### src/rtl/hazard_unit_pkg.sv
// Shared types and constants for the RV32I pipeline hazard unit.
package hazard_pkg;

  typedef enum logic [1:0] {
    RUN      = 2'd0,
    MEM_WAIT = 2'd1,
    ERROR    = 2'd2
  } hz_state_t;

  localparam logic [1:0] FWD_REG         = 2'b00;
  localparam logic [1:0] FWD_WB          = 2'b01;
  localparam logic [1:0] FWD_MEM         = 2'b10;
  localparam logic [1:0] RESULT_SRC_LOAD = 2'b01;

  // x0 is hard-wired zero, so a match on it is never a real dependency.
  function automatic logic reg_match(input logic [4:0] rs, input logic [4:0] rd);
    return (rs != 5'd0) && (rs == rd);
  endfunction

endpackage

### src/rtl/hazard_unit_forward_sel.sv
// Execute operand source select for one operand; Memory beats Writeback.
module forward_sel
  import hazard_pkg::*;
(
  input  logic [4:0] rs_e,
  input  logic [4:0] rd_m,
  input  logic       reg_write_m,
  input  logic [4:0] rd_w,
  input  logic       reg_write_w,
  output logic [1:0] fwd
);

  always_comb begin
    fwd = FWD_REG;
    if (reg_write_m && reg_match(rs_e, rd_m)) begin
      fwd = FWD_MEM;
    end else if (reg_write_w && reg_match(rs_e, rd_w)) begin
      fwd = FWD_WB;
    end else begin
      fwd = FWD_REG;
    end
  end

endmodule

### src/rtl/hazard_unit.sv
// Stall/flush/forward control for the 5-stage RV32I core with memory-wait FSM.
// HAZARD_FWD_EN selects operand forwarding; otherwise RAW hazards stall Decode.
module hazard_unit
  import hazard_pkg::*;
#(
  parameter int MEM_TIMEOUT = 16,
  parameter int STALL_CNT_W = 32
) (
  input  logic                   clk,
  input  logic                   rst_n,
  input  logic [4:0]             Rs1D,
  input  logic [4:0]             Rs2D,
  input  logic [4:0]             Rs1E,
  input  logic [4:0]             Rs2E,
  input  logic [4:0]             RdE,
  input  logic                   RegWriteE,
  input  logic [1:0]             ResultSrcE,
  input  logic                   PCSrcE,
  input  logic [4:0]             RdM,
  input  logic                   RegWriteM,
  input  logic [4:0]             RdW,
  input  logic                   RegWriteW,
  input  logic                   MemReqM,
  input  logic                   MemReadyM,
  output logic                   StallF,
  output logic                   StallD,
  output logic                   StallE,
  output logic                   StallM,
  output logic                   FlushD,
  output logic                   FlushE,
  output logic                   FlushW,
  output logic [1:0]             ForwardAE,
  output logic [1:0]             ForwardBE,
  output logic                   MemErr,
  output logic [STALL_CNT_W-1:0] StallCount
);

  localparam int CNT_W = $clog2(MEM_TIMEOUT + 1);
  localparam logic [CNT_W-1:0] CNT_ONE = {{(CNT_W-1){1'b0}}, 1'b1};
  localparam logic [CNT_W-1:0] CNT_TMO = CNT_W'(MEM_TIMEOUT);
  localparam logic [STALL_CNT_W-1:0] SC_ONE = {{(STALL_CNT_W-1){1'b0}}, 1'b1};

  hz_state_t              state_q, state_d;
  logic [CNT_W-1:0]       wait_cnt_q, wait_cnt_d;
  logic                   mem_err_q, mem_err_d;
  logic [STALL_CNT_W-1:0] stall_cnt_q, stall_cnt_d;

  logic             mem_wait_s;
  logic             hold_s;
  logic             load_use_s;
  logic             stall_req_s;
  logic [CNT_W-1:0] cnt_next_s;
  logic [1:0]       fwd_a_s, fwd_b_s;

  assign mem_wait_s = MemReqM && !MemReadyM;
  assign hold_s     = (state_q == ERROR) || mem_wait_s;
  assign load_use_s = (ResultSrcE == RESULT_SRC_LOAD) &&
                      (reg_match(Rs1D, RdE) || reg_match(Rs2D, RdE));

`ifdef HAZARD_FWD_EN
  forward_sel u_fwd_a (
    .rs_e(Rs1E), .rd_m(RdM), .reg_write_m(RegWriteM),
    .rd_w(RdW), .reg_write_w(RegWriteW), .fwd(fwd_a_s)
  );
  forward_sel u_fwd_b (
    .rs_e(Rs2E), .rd_m(RdM), .reg_write_m(RegWriteM),
    .rd_w(RdW), .reg_write_w(RegWriteW), .fwd(fwd_b_s)
  );
  assign stall_req_s = load_use_s;
`else
  // Writeback needs no stall: the register file writes on the falling edge.
  logic unused_fwd_s;
  assign unused_fwd_s = ^{Rs1E, Rs2E, RdW, RegWriteW};
  assign fwd_a_s      = FWD_REG;
  assign fwd_b_s      = FWD_REG;
  assign stall_req_s  = load_use_s ||
                        (RegWriteE && (reg_match(Rs1D, RdE) || reg_match(Rs2D, RdE))) ||
                        (RegWriteM && (reg_match(Rs1D, RdM) || reg_match(Rs2D, RdM)));
`endif

  assign cnt_next_s = wait_cnt_q + CNT_ONE;

  // Memory wait FSM: a ready in the timeout cycle still releases to RUN.
  always_comb begin
    state_d    = state_q;
    wait_cnt_d = wait_cnt_q;
    mem_err_d  = mem_err_q;
    case (state_q)
      RUN, MEM_WAIT: begin
        if (mem_wait_s) begin
          if (cnt_next_s >= CNT_TMO) begin
            state_d    = ERROR;
            wait_cnt_d = '0;
            mem_err_d  = 1'b1;
          end else begin
            state_d    = MEM_WAIT;
            wait_cnt_d = cnt_next_s;
          end
        end else begin
          state_d    = RUN;
          wait_cnt_d = '0;
        end
      end
      ERROR: begin
        state_d   = ERROR;
        mem_err_d = 1'b1;
      end
      default: begin
        state_d    = RUN;
        wait_cnt_d = '0;
      end
    endcase
  end

  // Pipeline controls; reset forces bubbles into D, E and W.
  always_comb begin
    StallF = 1'b0;
    StallD = 1'b0;
    StallE = 1'b0;
    StallM = 1'b0;
    FlushD = 1'b0;
    FlushE = 1'b0;
    FlushW = 1'b0;
    if (!rst_n) begin
      FlushD = 1'b1;
      FlushE = 1'b1;
      FlushW = 1'b1;
    end else if (hold_s) begin
      StallF = 1'b1;
      StallD = 1'b1;
      StallE = 1'b1;
      StallM = 1'b1;
      FlushW = 1'b1;
    end else if (PCSrcE) begin
      FlushD = 1'b1;
      FlushE = 1'b1;
    end else if (stall_req_s) begin
      StallF = 1'b1;
      StallD = 1'b1;
      FlushE = 1'b1;
    end else begin
      FlushE = 1'b0;
    end
  end

  assign ForwardAE = rst_n ? fwd_a_s : FWD_REG;
  assign ForwardBE = rst_n ? fwd_b_s : FWD_REG;

  // Saturating count of fetch-stall cycles.
  always_comb begin
    if (StallF && !(&stall_cnt_q)) begin
      stall_cnt_d = stall_cnt_q + SC_ONE;
    end else begin
      stall_cnt_d = stall_cnt_q;
    end
  end

  // State registers.
  always_ff @(posedge clk or negedge rst_n) begin
    if (!rst_n) begin
      state_q     <= RUN;
      wait_cnt_q  <= '0;
      mem_err_q   <= 1'b0;
      stall_cnt_q <= '0;
    end else begin
      state_q     <= state_d;
      wait_cnt_q  <= wait_cnt_d;
      mem_err_q   <= mem_err_d;
      stall_cnt_q <= stall_cnt_d;
    end
  end

  assign MemErr     = mem_err_q;
  assign StallCount = stall_cnt_q;

endmodule

### config.mk
export PLATFORM = sky130hd
export DESIGN_NAME = hazard_unit
export DESIGN_NICKNAME = d
export VERILOG_FILES = /design/src/rtl/hazard_unit_pkg.sv /design/src/rtl/hazard_unit_forward_sel.sv /design/src/rtl/hazard_unit.sv
export SDC_FILE = /design/constraint.sdc
export NUM_CORES = 1
export LEC_CHECK = 0
export ABC_AREA = 1
export ABC_CLOCK_PERIOD_IN_PS = 5200
export CAP_MARGIN = 0
export CELL_PAD_IN_SITES_DETAIL_PLACEMENT = 0
export CELL_PAD_IN_SITES_GLOBAL_PLACEMENT = 2
export CORE_MARGIN = 5
export CORE_UTILIZATION = 38
export CTS_BUF_LIST = sky130_fd_sc_hd__clkbuf_2 sky130_fd_sc_hd__clkbuf_4 sky130_fd_sc_hd__clkbuf_8
export DETAILED_ROUTE_END_ITERATION = 8
export DONT_BUFFER_PORTS = 1
export HOLD_SLACK_MARGIN = 0.1
export MAX_ROUTING_LAYER = met4
export PLACE_DENSITY = 0.89
export SYNTH_ARGS = -nofsm -noshare
export SYNTH_HDL_FRONTEND = slang
export SYNTH_SLANG_ARGS = --single-unit
### constraint.sdc
create_clock -name clk -period 5.2 [get_ports clk]
set_input_delay 0.26 -clock clk [delete_from_list [all_inputs] [get_ports clk]]
set_output_delay 0.26 -clock clk [all_outputs]
set_load 0.05 [all_outputs]
==> run_results.csv <==
group,metric,value,unit
power_and_ir_drop,pwr-share-clk,33.3,%
sta,slew_headroom,29.04,%
floorplan,coreArea,7687,µm²
final_layout,seq_area,1001,µm²
floorplan,pin_count,89,
final_layout,nNetsFinal,484,
power_and_ir_drop,pwr-share-comb,13.5,%
logic_synthesis,syn_avg_cell_area,6.788,µm²
clock_network,cts_htree_levels,2,
setup_path,cp-end-kind,"primary output",
sta,clock.fmax,364.7,MHz
final_layout,fin_area,3187,µm²
clock_network,cts_resized,0,
sta,rsz0062_at_grt,"false",
logic_synthesis,synth-seq-cells,40,
sta,worst_pin_slew,1.063,ns
floorplan,num_rows,32,
run,maxCapViolCount,0,
sta,fin_crit_sh,52.74,%
placed_design,hpwl,5939,µm
detailed_routing,ant_nets,0,
clock_network,tritoncts,"yes",
power_and_ir_drop,seqPwrFrac,53.2,%
hold_path,holdPathStages,3,
logic_synthesis,synth_cells,440,
sta,min_period,2.742,ns
logic_synthesis,yosys_warnings,0,
sta,hold_viol_final,0,
power_and_ir_drop,vdd_drop_max,0.0001195,V
detailed_routing,wl,7902,µm
status,status,"finished clean",
setup_path,worstPathRequired,4.94,ns
setup_path,criticalPathCategory,"reg2out",
final_layout,diodes,0,
power_and_ir_drop,p_int,0.0005131,W
setup_path,crit_arrival,2.48,ns
sta,setup_violations,0,
final_layout,syn_to_final_growth,6.703,%
detailed_routing,wl_met3,524,µm
final_layout,drive_above_1_share,4.795,%
power_and_ir_drop,p_leak,1.558,nW
clock_network,cts_buffers,5,
floorplan,die_y,98.66,µm
detailed_routing,drt-met1-wl,3727,µm
global_routing,grt_pass1_vias,2579,
clock_network,clock-sinks,40,
detailed_routing,wl_met2,3599,µm
clock_network,clk_pin_slew,0.08,ns
setup_path,cp_max_fo,36,
clock_network,clockBufferDepth,2,
setup_path,crit_chain,"inv_1 -> nand2_1 -> nand2_1 -> inv_1 -> a21oi_2 -> buf_4 -> inv_1 -> a21oi_2 -> buf_4",
global_routing,grt_pass1_wl,13190,µm
detailed_routing,drtIter0Drc,98,
hold_path,hp-class,"in2reg",
power_and_ir_drop,p_per_area,245.8,nW/µm²
detailed_routing,num_vias,2657,
setup_path,crit_slowest_cell,"buf_4",
global_routing,grt_max_degree,41,
setup_path,crit_top_cell,"inv_1",
sta,slew_violations,0,
final_layout,n_fill_cell,853,
detailed_routing,viasPerCell,4.920,
setup_path,critical_path.max_stage_delay,0.37,ns
global_routing,antenna_found_initial,0,
clock_network,insertion_delay,0.30,ns
power_and_ir_drop,sw_frac_of_total,34.49,%
floorplan,die_w,98.66,µm
setup_path,worstSetupStartpointType,"flip-flop",
sta,finClkSkew,0.003342,ns
power_and_ir_drop,p_switching,0.0002701,W
placed_design,place_congestion,0.8922,
detailed_routing,highest_layer,"met4",
sta,final.setup.tns,0,ns
placed_design,portBuffers,0,
detailed_routing,drc_errors,0,
detailed_routing,wl_per_cell,14.63,µm
logic_synthesis,synth-seq-area-share,33.51,%
global_routing,grtUsageTotal,17.06,%
global_routing,grt_overflow,0,
floorplan,start_util,38.85,%
placed_design,dpl-instance-area,3045,µm²
detailed_routing,drt-pass1-iter-count,5,
floorplan,die-area,9733,µm²
logic_synthesis,synth.distinct_cells,26,
final_layout,multi_input_comb_area,1744,µm²
logic_synthesis,netlist_area,2987,µm²
setup_path,ff2ff_path_depth,9,
clock_network,cts-root-buf,"clkbuf_8",
area by class of cell:
class,instances,area share (%)
tap,102,4.005
multi-input combinational,345,54.73
clock inverter,2,1.099
timing repair buffer,5,1.649
clock buffer,6,2.395
sequential,40,31.41
inverter,40,4.711
registers in the layout, indices dropped and copies added (netlist names):
name,count
StallCount,32
wait_cnt_q,5
state_q,2
MemErr,1
power groups by stage:
stage | Clock (W) | Combinational (W) | Sequential, W
2_1_floorplan | 0 | 0.0000906 | 0.000417
3_5_place_dp | 0 | 0.0000986 | 0.000425
6_report | 0.000261 | 0.000106 | 0.000417
4_1_cts | 0.000271 | 0.000108 | 0.000418
5_1_grt | 0.000288 | 0.000122 | 0.000423
3_3_place_gp | 0 | 0.0000978 | 0.000425
synthesized netlist by cell type:
library cell,count,area (µm²)
ha_1,2,25.02
dfrtp_1,40,1001
inv_1,40,150.1
xnor2_1,18,157.7
nand3_2,2,20.02
o21ai_0,4,20.02
or2_2,1,6.260
conb_1,1,3.750
clkbuf_1,3,11.26
a32o_1,1,10.01
nand2_1,160,600.6
nand4_1,38,237.7
buf_4,9,67.56
o21bai_1,1,7.510
a21oi_1,1,5.000
nor2_1,55,206.5
buf_2,6,30.03
xor2_1,25,219.0
nand3_1,14,70.07
nand3_4,1,17.52
nand4_2,1,12.51
a21oi_2,1,8.760
nor3_1,10,50.05
o31ai_1,1,7.510
nor2_4,1,11.26
nand3b_1,4,30.03
through the flow:
step | total power (W) | cells | util [%] | setup WS (ns) | hold slack [ns]
after global placement | 0.0005226 | 530 | 39.62 | 2.684 | -0.03426
after global routing | 0.0008323 | 540 | 41.46 | 2.270 | 0.1856
after floorplan | 0.0005072 | 443 | - | 2.452 | -0.03559
after detailed placement | 0.0005234 | 530 | 39.62 | 2.683 | -0.03428
final | 0.0007832 | 540 | 41.46 | 2.458 | 0.1930
after CTS | 0.0007967 | 540 | 41.46 | 2.456 | 0.1941
per-layer routing:
layer | GRT usage [%] | up-vias
met4 | 2.836 | 0
met5 | - | -
li1 | - | 1391
met1 | 22.26 | 1205
met3 | 5.237 | 5
met2 | 26.63 | 56
cell usage in the layout (no fill, tap or decap), types with 3 or more instances in the layout:
master	count
conb_1	4
buf_4	3
clkbuf_8	5
xnor2_1	18
xor2_1	25
nand4_1	38
nand3_1	14
nand2_1	160
o21ai_0	3
nor3_1	10
nand3b_1	4
dfrtp_1	40
inv_1	40
nor2_1	54
logic make-up (layout without fill, tap and decap cells):
logic type | after synthesis | count (layout) | share of synthesized area, %
xor+xnor | 43 | 43 | 12.61
fa+ha+maj | 2 | 2 | 0.8377
compound gates | 9 | 9 | 1.969
flops | 40 | 40 | 33.51
simple gates | 287 | 287 | 42.27
other cells | 1 | 4 | 0.1256
buf+inv | 58 | 53 | 8.672
worst paths after layout:
kind	endpoint	slack, ns	from
setup reg to reg	StallCount[28]$_DFFE_PN0P_	2.70	StallCount[1]$_DFFE_PN0P_
hold / removal	state_q[1]$_DFF_PN0_	0.19	MemReadyM
min in group asynchronous	StallCount[5]$_DFFE_PN0P_	0.41	rst_n
hold reg to reg	wait_cnt_q[4]$_DFFE_PN0N_	0.52	wait_cnt_q[4]$_DFFE_PN0N_
setup / recovery	StallF	2.46	state_q[0]$_DFF_PN0_
max in group asynchronous	StallCount[7]$_DFFE_PN0P_	4.57	rst_n
worst max-delay path, delay by kind of cell, from the launching register on:
kind | cells | cell delay [ns]
AO/OA/AOI/OAI | 2 | 0.32
buffers and inverters | 5 | 1.27
flip-flops | 1 | 0.36
AND/OR/NAND/NOR | 2 | 0.21
repair_timing:
| action | in CTS | in global routing |
|---|---|---|
| hold endpoints to repair | 40 | 0 |
| buffers inserted | 0 | 0 |
| hold buffers | 2 | 0 |
(Power assumes the default switching activity.)
